File: config.mk
export PLATFORM = sky130hd
export DESIGN_NAME = uart_tx_fifo_flat
export DESIGN_NICKNAME = d
export VERILOG_FILES = /design/src/rtl/uart_tx_fifo_if.sv /design/src/rtl/uart_tx_fifo.sv /design/src/flat_wrapper.sv
export SDC_FILE = /design/constraint.sdc
export NUM_CORES = 1
export LEC_CHECK = 0
export ABC_AREA = 1
export ABC_CLOCK_PERIOD_IN_PS = 6010
export CAP_MARGIN = 20
export CORE_ASPECT_RATIO = 0.5
export CORE_MARGIN = 2
export CORE_UTILIZATION = 48
export DETAILED_ROUTE_END_ITERATION = 12
export DONT_BUFFER_PORTS = 1
export PLACE_DENSITY = 0.68
export SETUP_SLACK_MARGIN = 0.3
export SYNTH_ARGS = -nofsm -noshare
export SYNTH_HDL_FRONTEND = slang
export SYNTH_SLANG_ARGS = --single-unit
File: constraint.sdc
create_clock -name clk_in -period 6.01 [get_ports clk_in]
set_clock_uncertainty 0.05 [all_clocks]
set_input_delay 1.803 -clock clk_in [delete_from_list [all_inputs] [get_ports clk_in]]
set_output_delay 1.803 -clock clk_in [all_outputs]
set_load 0.1 [all_outputs]
File: src/rtl/uart_tx_fifo_if.sv
// Producer-side write port of the UART transmit FIFO (valid/ready handshake).
interface uart_tx_fifo_if #(
  parameter int DATA_BITS = 8
);
  logic                 valid_in;
  logic [DATA_BITS-1:0] val_in;
  logic                 ready_out;

  modport master (output valid_in, output val_in, input ready_out);
  modport slave  (input valid_in, input val_in, output ready_out);
endinterface

File: src/rtl/uart_tx_fifo.sv
// UART transmitter fed by a circular FIFO; queued words leave back-to-back.
//
// state    | meaning
// ---------+-------------------------------------------------------------
// S_IDLE   | line high, waiting for a queued word
// S_START  | start bit (low)
// S_DATA   | data bits, LSB first
// S_PARITY | parity bit (only reached when parity is enabled)
// S_STOP   | stop bit(s) high; chains straight into the next start bit
module uart_tx_fifo #(
  parameter int CLK_HZ     = 65_000_000,
  parameter int BAUD_RATE  = 9600,
  parameter int DIVISOR    = CLK_HZ / BAUD_RATE,
  parameter int DATA_BITS  = 8,
  parameter int PARITY     = 0,
  parameter int STOP_BITS  = 1,
  parameter int FIFO_DEPTH = 16
) (
  input  logic                        clk_in,
  input  logic                        rst_n_in,
  uart_tx_fifo_if.slave               wr,
  output logic                        data_out,
  output logic                        busy_out,
  output logic [$clog2(FIFO_DEPTH):0] fifo_count_out
);

  localparam int          AW          = $clog2(FIFO_DEPTH);
  localparam logic [31:0] BAUD_RELOAD = 32'(DIVISOR - 1);
  localparam logic [3:0]  DATA_LAST   = 4'(DATA_BITS - 1);
  localparam logic [3:0]  STOP_LAST   = 4'(STOP_BITS - 1);
  localparam logic [AW:0] DEPTH       = (AW + 1)'(FIFO_DEPTH);
  localparam logic        ODD_PARITY  = (PARITY == 1);

  typedef enum logic [2:0] {S_IDLE, S_START, S_DATA, S_PARITY, S_STOP} state_e;

  state_e               state_q, state_d;
  logic [31:0]          baud_q, baud_d;
  logic [3:0]           bit_cnt_q, bit_cnt_d;
  logic [DATA_BITS-1:0] shift_q, shift_d;
  logic                 par_q, par_d;
  logic                 tx_q, tx_d;
  logic [AW-1:0]        wr_ptr_q, wr_ptr_d, rd_ptr_q, rd_ptr_d;
  logic [AW:0]          count_q, count_d;
  logic [DATA_BITS-1:0] mem_q [FIFO_DEPTH];

  logic                 full, empty, push, pop, load;
  logic [DATA_BITS-1:0] head;
  logic                 head_par;

  assign full         = (count_q == DEPTH);
  assign empty        = (count_q == '0);
  // A full FIFO refuses writes even when a pop happens on the same edge.
  assign push         = wr.valid_in && !full;
  assign head         = mem_q[rd_ptr_q];
  assign head_par     = (^head) ^ ODD_PARITY;
  assign wr.ready_out = !full;

  assign data_out       = tx_q;
  assign busy_out       = (state_q != S_IDLE);
  assign fifo_count_out = count_q;

  // FIFO storage: written on an accepted push, never reset.
  always_ff @(posedge clk_in) begin
    if (push) mem_q[wr_ptr_q] <= wr.val_in;
  end

  // FIFO pointers and occupancy; a push and pop together keep the count.
  always_comb begin
    wr_ptr_d = wr_ptr_q;
    rd_ptr_d = rd_ptr_q;
    count_d  = count_q;
    if (push) wr_ptr_d = wr_ptr_q + 1'b1;
    if (pop)  rd_ptr_d = rd_ptr_q + 1'b1;
    case ({push, pop})
      2'b10:   count_d = count_q + 1'b1;
      2'b01:   count_d = count_q - 1'b1;
      default: count_d = count_q;
    endcase
  end

  // Framing FSM with down-counting baud timer; pop/load shared by IDLE and STOP.
  always_comb begin
    state_d   = state_q;
    baud_d    = baud_q;
    bit_cnt_d = bit_cnt_q;
    shift_d   = shift_q;
    par_d     = par_q;
    tx_d      = tx_q;
    load      = 1'b0;
    if (state_q == S_IDLE) begin
      tx_d = 1'b1;
      if (!empty) load = 1'b1;
    end else if (baud_q != '0) begin
      baud_d = baud_q - 1'b1;
    end else begin
      baud_d = BAUD_RELOAD;
      case (state_q)
        S_START: begin
          state_d   = S_DATA;
          tx_d      = shift_q[0];
          shift_d   = shift_q >> 1;
          bit_cnt_d = DATA_LAST;
        end
        S_DATA: begin
          if (bit_cnt_q != '0) begin
            tx_d      = shift_q[0];
            shift_d   = shift_q >> 1;
            bit_cnt_d = bit_cnt_q - 1'b1;
          end else if (PARITY != 0) begin
            state_d = S_PARITY;
            tx_d    = par_q;
          end else begin
            state_d   = S_STOP;
            tx_d      = 1'b1;
            bit_cnt_d = STOP_LAST;
          end
        end
        S_PARITY: begin
          state_d   = S_STOP;
          tx_d      = 1'b1;
          bit_cnt_d = STOP_LAST;
        end
        S_STOP: begin
          tx_d = 1'b1;
          if (bit_cnt_q != '0) begin
            bit_cnt_d = bit_cnt_q - 1'b1;
          end else if (!empty) begin
            load = 1'b1;
          end else begin
            state_d = S_IDLE;
          end
        end
        default: state_d = S_IDLE;
      endcase
    end
    // Parity is taken from the popped word so later writes cannot disturb it.
    if (load) begin
      state_d = S_START;
      shift_d = head;
      par_d   = head_par;
      tx_d    = 1'b0;
      baud_d  = BAUD_RELOAD;
    end
  end

  assign pop = load;

  // State registers; reset forces the line high and flushes the FIFO.
  always_ff @(posedge clk_in or negedge rst_n_in) begin
    if (!rst_n_in) begin
      state_q   <= S_IDLE;
      baud_q    <= BAUD_RELOAD;
      bit_cnt_q <= '0;
      shift_q   <= '0;
      par_q     <= 1'b0;
      tx_q      <= 1'b1;
      wr_ptr_q  <= '0;
      rd_ptr_q  <= '0;
      count_q   <= '0;
    end else begin
      state_q   <= state_d;
      baud_q    <= baud_d;
      bit_cnt_q <= bit_cnt_d;
      shift_q   <= shift_d;
      par_q     <= par_d;
      tx_q      <= tx_d;
      wr_ptr_q  <= wr_ptr_d;
      rd_ptr_q  <= rd_ptr_d;
      count_q   <= count_d;
    end
  end

endmodule

File: src/flat_wrapper.sv
// flat-port wrapper written by rule: the top's interface ports become plain ports
module uart_tx_fifo_flat 
#(
  parameter int CLK_HZ     = 65_000_000,
  parameter int BAUD_RATE  = 9600,
  parameter int DIVISOR    = CLK_HZ / BAUD_RATE,
  parameter int DATA_BITS  = 8,
  parameter int PARITY     = 0,
  parameter int STOP_BITS  = 1,
  parameter int FIFO_DEPTH = 16
)
  (clk_in, rst_n_in, data_out, busy_out, fifo_count_out, wr_valid_in, wr_val_in, wr_ready_out);
  uart_tx_fifo_if #(.DATA_BITS(DATA_BITS)) wr_i ();
  input  logic clk_in;
  input  logic rst_n_in;
  output logic data_out;
  output logic busy_out;
  output logic [$clog2(FIFO_DEPTH):0] fifo_count_out;
  input wire logic [$bits(wr_i.valid_in)-1:0] wr_valid_in;
  input wire logic [$bits(wr_i.val_in)-1:0] wr_val_in;
  output wire logic [$bits(wr_i.ready_out)-1:0] wr_ready_out;
  assign wr_i.valid_in = wr_valid_in;
  assign wr_i.val_in = wr_val_in;
  assign wr_ready_out = wr_i.ready_out;
  uart_tx_fifo #(.CLK_HZ(CLK_HZ), .BAUD_RATE(BAUD_RATE), .DIVISOR(DIVISOR), .DATA_BITS(DATA_BITS), .PARITY(PARITY), .STOP_BITS(STOP_BITS), .FIFO_DEPTH(FIFO_DEPTH)) u_core (.clk_in(clk_in), .rst_n_in(rst_n_in), .wr(wr_i), .data_out(data_out), .busy_out(busy_out), .fifo_count_out(fifo_count_out));
endmodule
# Word-level counts from Yosys, hierarchy flattened
# Memories as Yosys holds them, arrays and structs flattened.
# Cells that the tools add are included.
[totals] n_memories=1 mem_bits_rw=128 wordCells=79 regBits=61 input_bits=11 output_inout_bits=8
[classes] n_reduce_logical=16 bitwise=2 n_mux=31 addsub=6 eq_ne=15
[mem_list] memory="u_core.mem_q" words=16 width=8 read_ports=1 rd_clocked_by_memory_dff=0 wr=1 line="uart_tx_fifo.sv:44" text="logic [DATA_BITS-1:0] mem_q [FIFO_DEPTH];"
[ops] op="32-bit 2-to-1 mux" n=3
[ops] op="8-bit 2-to-1 mux" n=4
[ops] op="32-bit nonzero test" n=1
[ops] op="32-bit by 1-bit subtractor with 32-bit output, second input constant" n=1
[ops] op="3-bit 2-to-1 mux" n=6
[ops] op="4-bit one-hot mux with 4 select lines" n=1
[ops] op="8-bit one-hot mux with 2 select lines" n=1
[ops] op="3-bit one-hot mux with 4 select lines" n=1
[ops] op="1-bit 2-to-1 mux" n=11
[ops] op="5-bit one-hot mux with 2 select lines" n=1
[ops] op="3-bit by 1-bit != test with 1-bit output, second input constant" n=3
[ops] op="4-bit by 1-bit adder with 4-bit output, second input constant" n=2
[ops] op="4-bit 2-to-1 mux" n=2
[ops] op="4-bit AND reduction" n=2
[ops] op="4-bit nonzero test" n=2
[ops] op="3-bit by 2-bit equality test with 1-bit output, second input constant" n=2
[ops] op="2-bit by 1-bit != test with 1-bit output, second input constant" n=3
[ops] op="3-bit by 2-bit != test with 1-bit output, second input constant" n=2
[ops] op="3-bit nonzero test" n=2
[ops] op="5-bit by 1-bit adder with 5-bit output, second input constant" n=1
[ops] op="5-bit equality test, second input constant" n=1
[ops] op="5-bit zero test" n=1
[ops] op="5-bit AND reduction" n=1
[ops] op="5-bit nonzero test" n=1
[ops] op="14 further kinds" n=15

# Logic depth before layout (Yosys ltp)
[depth] ltp_word=8 depth_mapped=19 mapped_depth_nobuf=18

# Least setup slack after synthesis
# No wires, ideal clock.
[synth_path] path_kind="register to register" startpoint="register u_core.count_q[4], in the netlist u_core.fifo_count_out[4]" endpoint="register u_core.count_q[4], in the netlist u_core.fifo_count_out[4]" path_buffers=0 period_less_slack_ps=4004 required_time_ps=5891 stages_incl_launch_ff=13 arrival_ps=3886 path_slack_ps=2006 setup_ps=69 path_cell_list="dfrtp_1 > nand4_1 > nand2_1 > ha_1 > xor2_1 > ha_1 > a21o_1 > nand2_1 > nand2_1 > a21oi_1 > xor2_1 > nand2_1 > nand2_1"
[synth_via] elab_cells_between_ends=15 cone_classes="add/sub: 2; eq/ne: 3; mux: 6; reduce/logical: 4"
[synth_lines] item="start, declared" line="uart_tx_fifo.sv:43" text="logic [AW:0] count_q, count_d;"
[synth_lines] item="start signal, assigned" line="uart_tx_fifo.sv:169" text="count_q <= count_d;"
[synth_lines] item="5-bit equality test (*)" line="uart_tx_fifo.sv:50" text="assign full = (count_q == DEPTH);"
[synth_lines] item="1-bit zero test (*)"
[synth_lines] item="net wr_ready_out" line="flat_wrapper.sv:21" text="output wire logic [$bits(wr_i.ready_out)-1:0] wr_ready_out;"
[synth_lines] item="1-bit logical AND (*)" line="uart_tx_fifo.sv:53" text="assign push = wr.valid_in && !full;"
[synth_lines] item="2-bit by 1-bit equality test with 1-bit output or 2-bit equality test (tied branches)" line="uart_tx_fifo.sv:74" text="case ({push, pop})"
[synth_lines] item="5-bit one-hot mux with 2 select lines or 2-bit nonzero test (tied branches)"
# The timed path passes the listed nets; every way through them passes the cells marked *.
# A chain may end at the register's enable or synchronous reset.

# Worst setup path in the final report
[layout_path] startpoint="register u_core.count_q[1], in the netlist u_core.fifo_count_out[1]" endpoint="output port wr_ready_out"
[layout_via] elab_chain_cells=2
[layout_lines] item="5-bit equality test" line="uart_tx_fifo.sv:50"
[layout_lines] item="1-bit zero test" line="uart_tx_fifo.sv:56" text="assign wr.ready_out = !full;"
[layout_lines] item="end, declared" line="flat_wrapper.sv:21"
# No other way between the ends.

==> flow_summary.ini <==
[run_status]
outcome = finished clean

[sta]
hold_violations = 0
tightestPinTransition_ps = 1007
fin_crit_ps = 3975
max-slew-margin-rel_pct = 32.89
timing.final.crit_share_pct = 66.14
slew_viol_final = 0
rsz0062_at_grt = false
timing.hold.ws_ps = 432.0
fmax_mhz = 251.6
setup_violations = 0
fin_tns_setup_ps = 0

[floorplanning]
ios = 19
fp.dieArea_um2 = 19670
initial_core_util_pct = 48.63
die_w_um = 196.4
rows = 35
die_height_um = 100.2
fp.coreArea_um2 = 18260

[place]
place_congestion = 0.8859
dp_hpwl_mm = 12.08
dp_cells = 1153
io_buffers = 0

[clock_network]
cts_tree = yes
cts_buffers = 17
cts_setup_buffers = 0
cts-root-buf = clkbuf_16
hold_buffers = 0
cts_buffer_depth = 2
path_clk_slew_ps = 70
cts_max_level = 4
clk_latency_ps = 440
cts_resized = 0
clock-sinks = 189

[synthesis]
ys_dominant_reg_cell = edfxtp_1
async_flop_share_pct = 32.28
synth_edf_count = 128
synth_seq_area_share_pct = 60.58
postSynthCellCount = 941
syn_area_um2 = 8881
syn_avg_cell_area_um2 = 9.438
synth-seq-cells = 189
yosysUniqueCellTypes = 38
yosysWarningCount = 0
syn_nets = 964

[worst_setup_path]
cp_data_arrival_time_ps = 2120
required_ps = 4160
worst-path-max-fanout = 5
start_kind = flop
crit_type = flop to primary output
endpoint_kind = primary output

[global_routing]
grt_overflow_total = 0
grt_max_degree = 75
grt_usage_pct = 20.86
antenna_found_initial = 0
grt_pass1_vias = 6093
grt_pass1_wl_mm = 31.55

[cells_and_area]
ff_latch_area_um2 = 5381
final_util_pct = 53.03
layout-drive-gt1-share_pct = 7.619
multiInputGateArea_um2 = 3102
num-nets-final = 955
fillerInstances = 1562
area_growth_pct = 9.045
layout.cells.non_filler = 1185
antenna_cells = 0

[drt]
drtIter0Drc = 580
ant_nets = 0
wl_per_cell_um = 16.37
dr.pass1.iters = 5
drt-vias-per-instance = 5.373
dr_total_vias = 6367
drcViolationCount = 0
finalWirelength_mm = 19.40

[pwr]
leakagePower_nw = 4.046
p_per_area_nw_per_um2 = 319.6
ir_drop_uv = 224.0

[job]
drv_cap = 0

[min_path]
hp-class = flop to flop
[metal layers]
| metal | vias to the layer above | track usage [%] | share of wire, % |
|---|---|---|---|
| met5 | - | 0 | 0 |
| li1 | 3093 | - | - |
| met4 | 0 | 6.410 | 1.8 |
| met3 | 27 | 4.469 | 5.3 |
| met2 | 166 | 34.15 | 46 |
| met1 | 3081 | 28.31 | 46 |
[layout by cell type, fill, tap and decap left out, types with 7 or more instances in the layout]
| cell type | instances |
|---|---|
| a21oi_1 | 15 |
| clkbuf_16 | 17 |
| clkinv_8 | 7 |
| dfrtp_1 | 52 |
| dfstp_2 | 8 |
| edfxtp_1 | 128 |
| ha_1 | 12 |
| inv_1 | 59 |
| nand2_1 | 296 |
| nand3_1 | 78 |
| nand4_1 | 7 |
| nor2_1 | 110 |
| nor2_2 | 9 |
| nor3_1 | 7 |
| o21ai_0 | 61 |
| o22ai_1 | 8 |
| xor2_1 | 19 |
[critical path: stages, from the launching register on]
cell     delay, ps
dfrtp_1       1010
inv_1          200
nand4_1        170
buf_4          320
[stage by stage]
stage / cell area, um^2 / worst slack [ps] / total power, mW
after floorplan: 8881 / 2006 / 1.882
after global placement: 9057 / 2374 / 1.943
after detailed placement: 9057 / 2245 / 1.958
after CTS: 9684 / 2023 / 3.108
after global routing: 9684 / 1861 / 3.198
final: 9684 / 2035 / 3.095
[cells by family (layout without fill, tap and decap cells)]
group	count (synthesis)	after routing	synth area share, %
fa+ha+maj	12	12	1.691
simple gates	521	521	24.58
buf+inv	97	101	4.494
xor+xnor	25	25	2.465
flops	189	189	60.58
compound gates	97	97	6.185
[sequential cells by signal, indices dropped and copies added, names as in the netlist]
signal / flops
u_core.fifo_count_out: 5
u_core.rd_ptr_q: 4
u_core.data_out: 1
u_core.shift_q: 8
u_core.wr_ptr_q: 4
u_core.bit_cnt_q: 4
u_core.baud_q: 32
u_core.state_q: 3
u_core.mem_q: 128
[cell type report]
cell class,instances,area share [%]
repair buffers,4,0.3101
flip-flops and latches,189,55.57
inverters,65,2.519
multi-input cells,655,32.03
clock inverters,15,2.080
clock buffers,17,4.393
well taps,240,3.101
[power by group]
part / total (mW) / switching [mW] / internal (mW)
combinational: 0.251 / 0.176 / 0.0743
sequential: 1.68 / 0.173 / 1.51
clock: 1.16 / 0.589 / 0.575
total: 3.09 / 0.938 / 2.16
[final timing paths]
| check | slack (ps) | start | end | depth (start not counted) |
|---|---|---|---|---|
| max reg2reg | 2190 | u_core.baud_q[0] | u_core.fifo_count_out[4] | 18 |
| min reg2reg | 430 | u_core.shift_q[1] | u_core.shift_q[1] | 2 |
| max in group asynchronous | 4690 | rst_n_in | u_core.data_out | 0 |
| min in group asynchronous | 1000 | rst_n_in | u_core.baud_q[17] | 0 |
| min | 430 | u_core.shift_q[1] | u_core.shift_q[1] | 2 |
| max | 2030 | u_core.fifo_count_out[1] | wr_ready_out | 3 |
[cells in the mapped netlist, types with 2 or more instances]
master / n / area [um^2]
o211ai_1: 2 / 15.01
dfrtp_1: 53 / 1326
nand2_2: 2 / 12.51
a21oi_1: 15 / 75.07
inv_1: 59 / 221.5
nand3b_1: 2 / 15.01
nand4_1: 7 / 43.79
nor3_1: 7 / 35.03
o31ai_1: 2 / 15.01
nand3_1: 78 / 390.4
dfstp_2: 8 / 210.2
buf_2: 10 / 50.05
nand2_4: 3 / 33.78
inv_2: 5 / 18.77
xor2_1: 19 / 166.4
a21o_1: 2 / 15.01
o21bai_1: 2 / 15.01
o21ai_0: 61 / 305.3
nand2_1: 296 / 1111
buf_1: 4 / 15.01
nor2_4: 5 / 56.30
nor2_1: 110 / 412.9
clkbuf_1: 14 / 52.55
nor2_2: 9 / 56.30
ha_1: 12 / 150.1
xnor2_1: 6 / 52.55
buf_6: 2 / 22.52
o22ai_1: 8 / 50.05
edfxtp_1: 128 / 3844
buf_4: 2 / 15.01
Power figures use the tool's default switching activity.
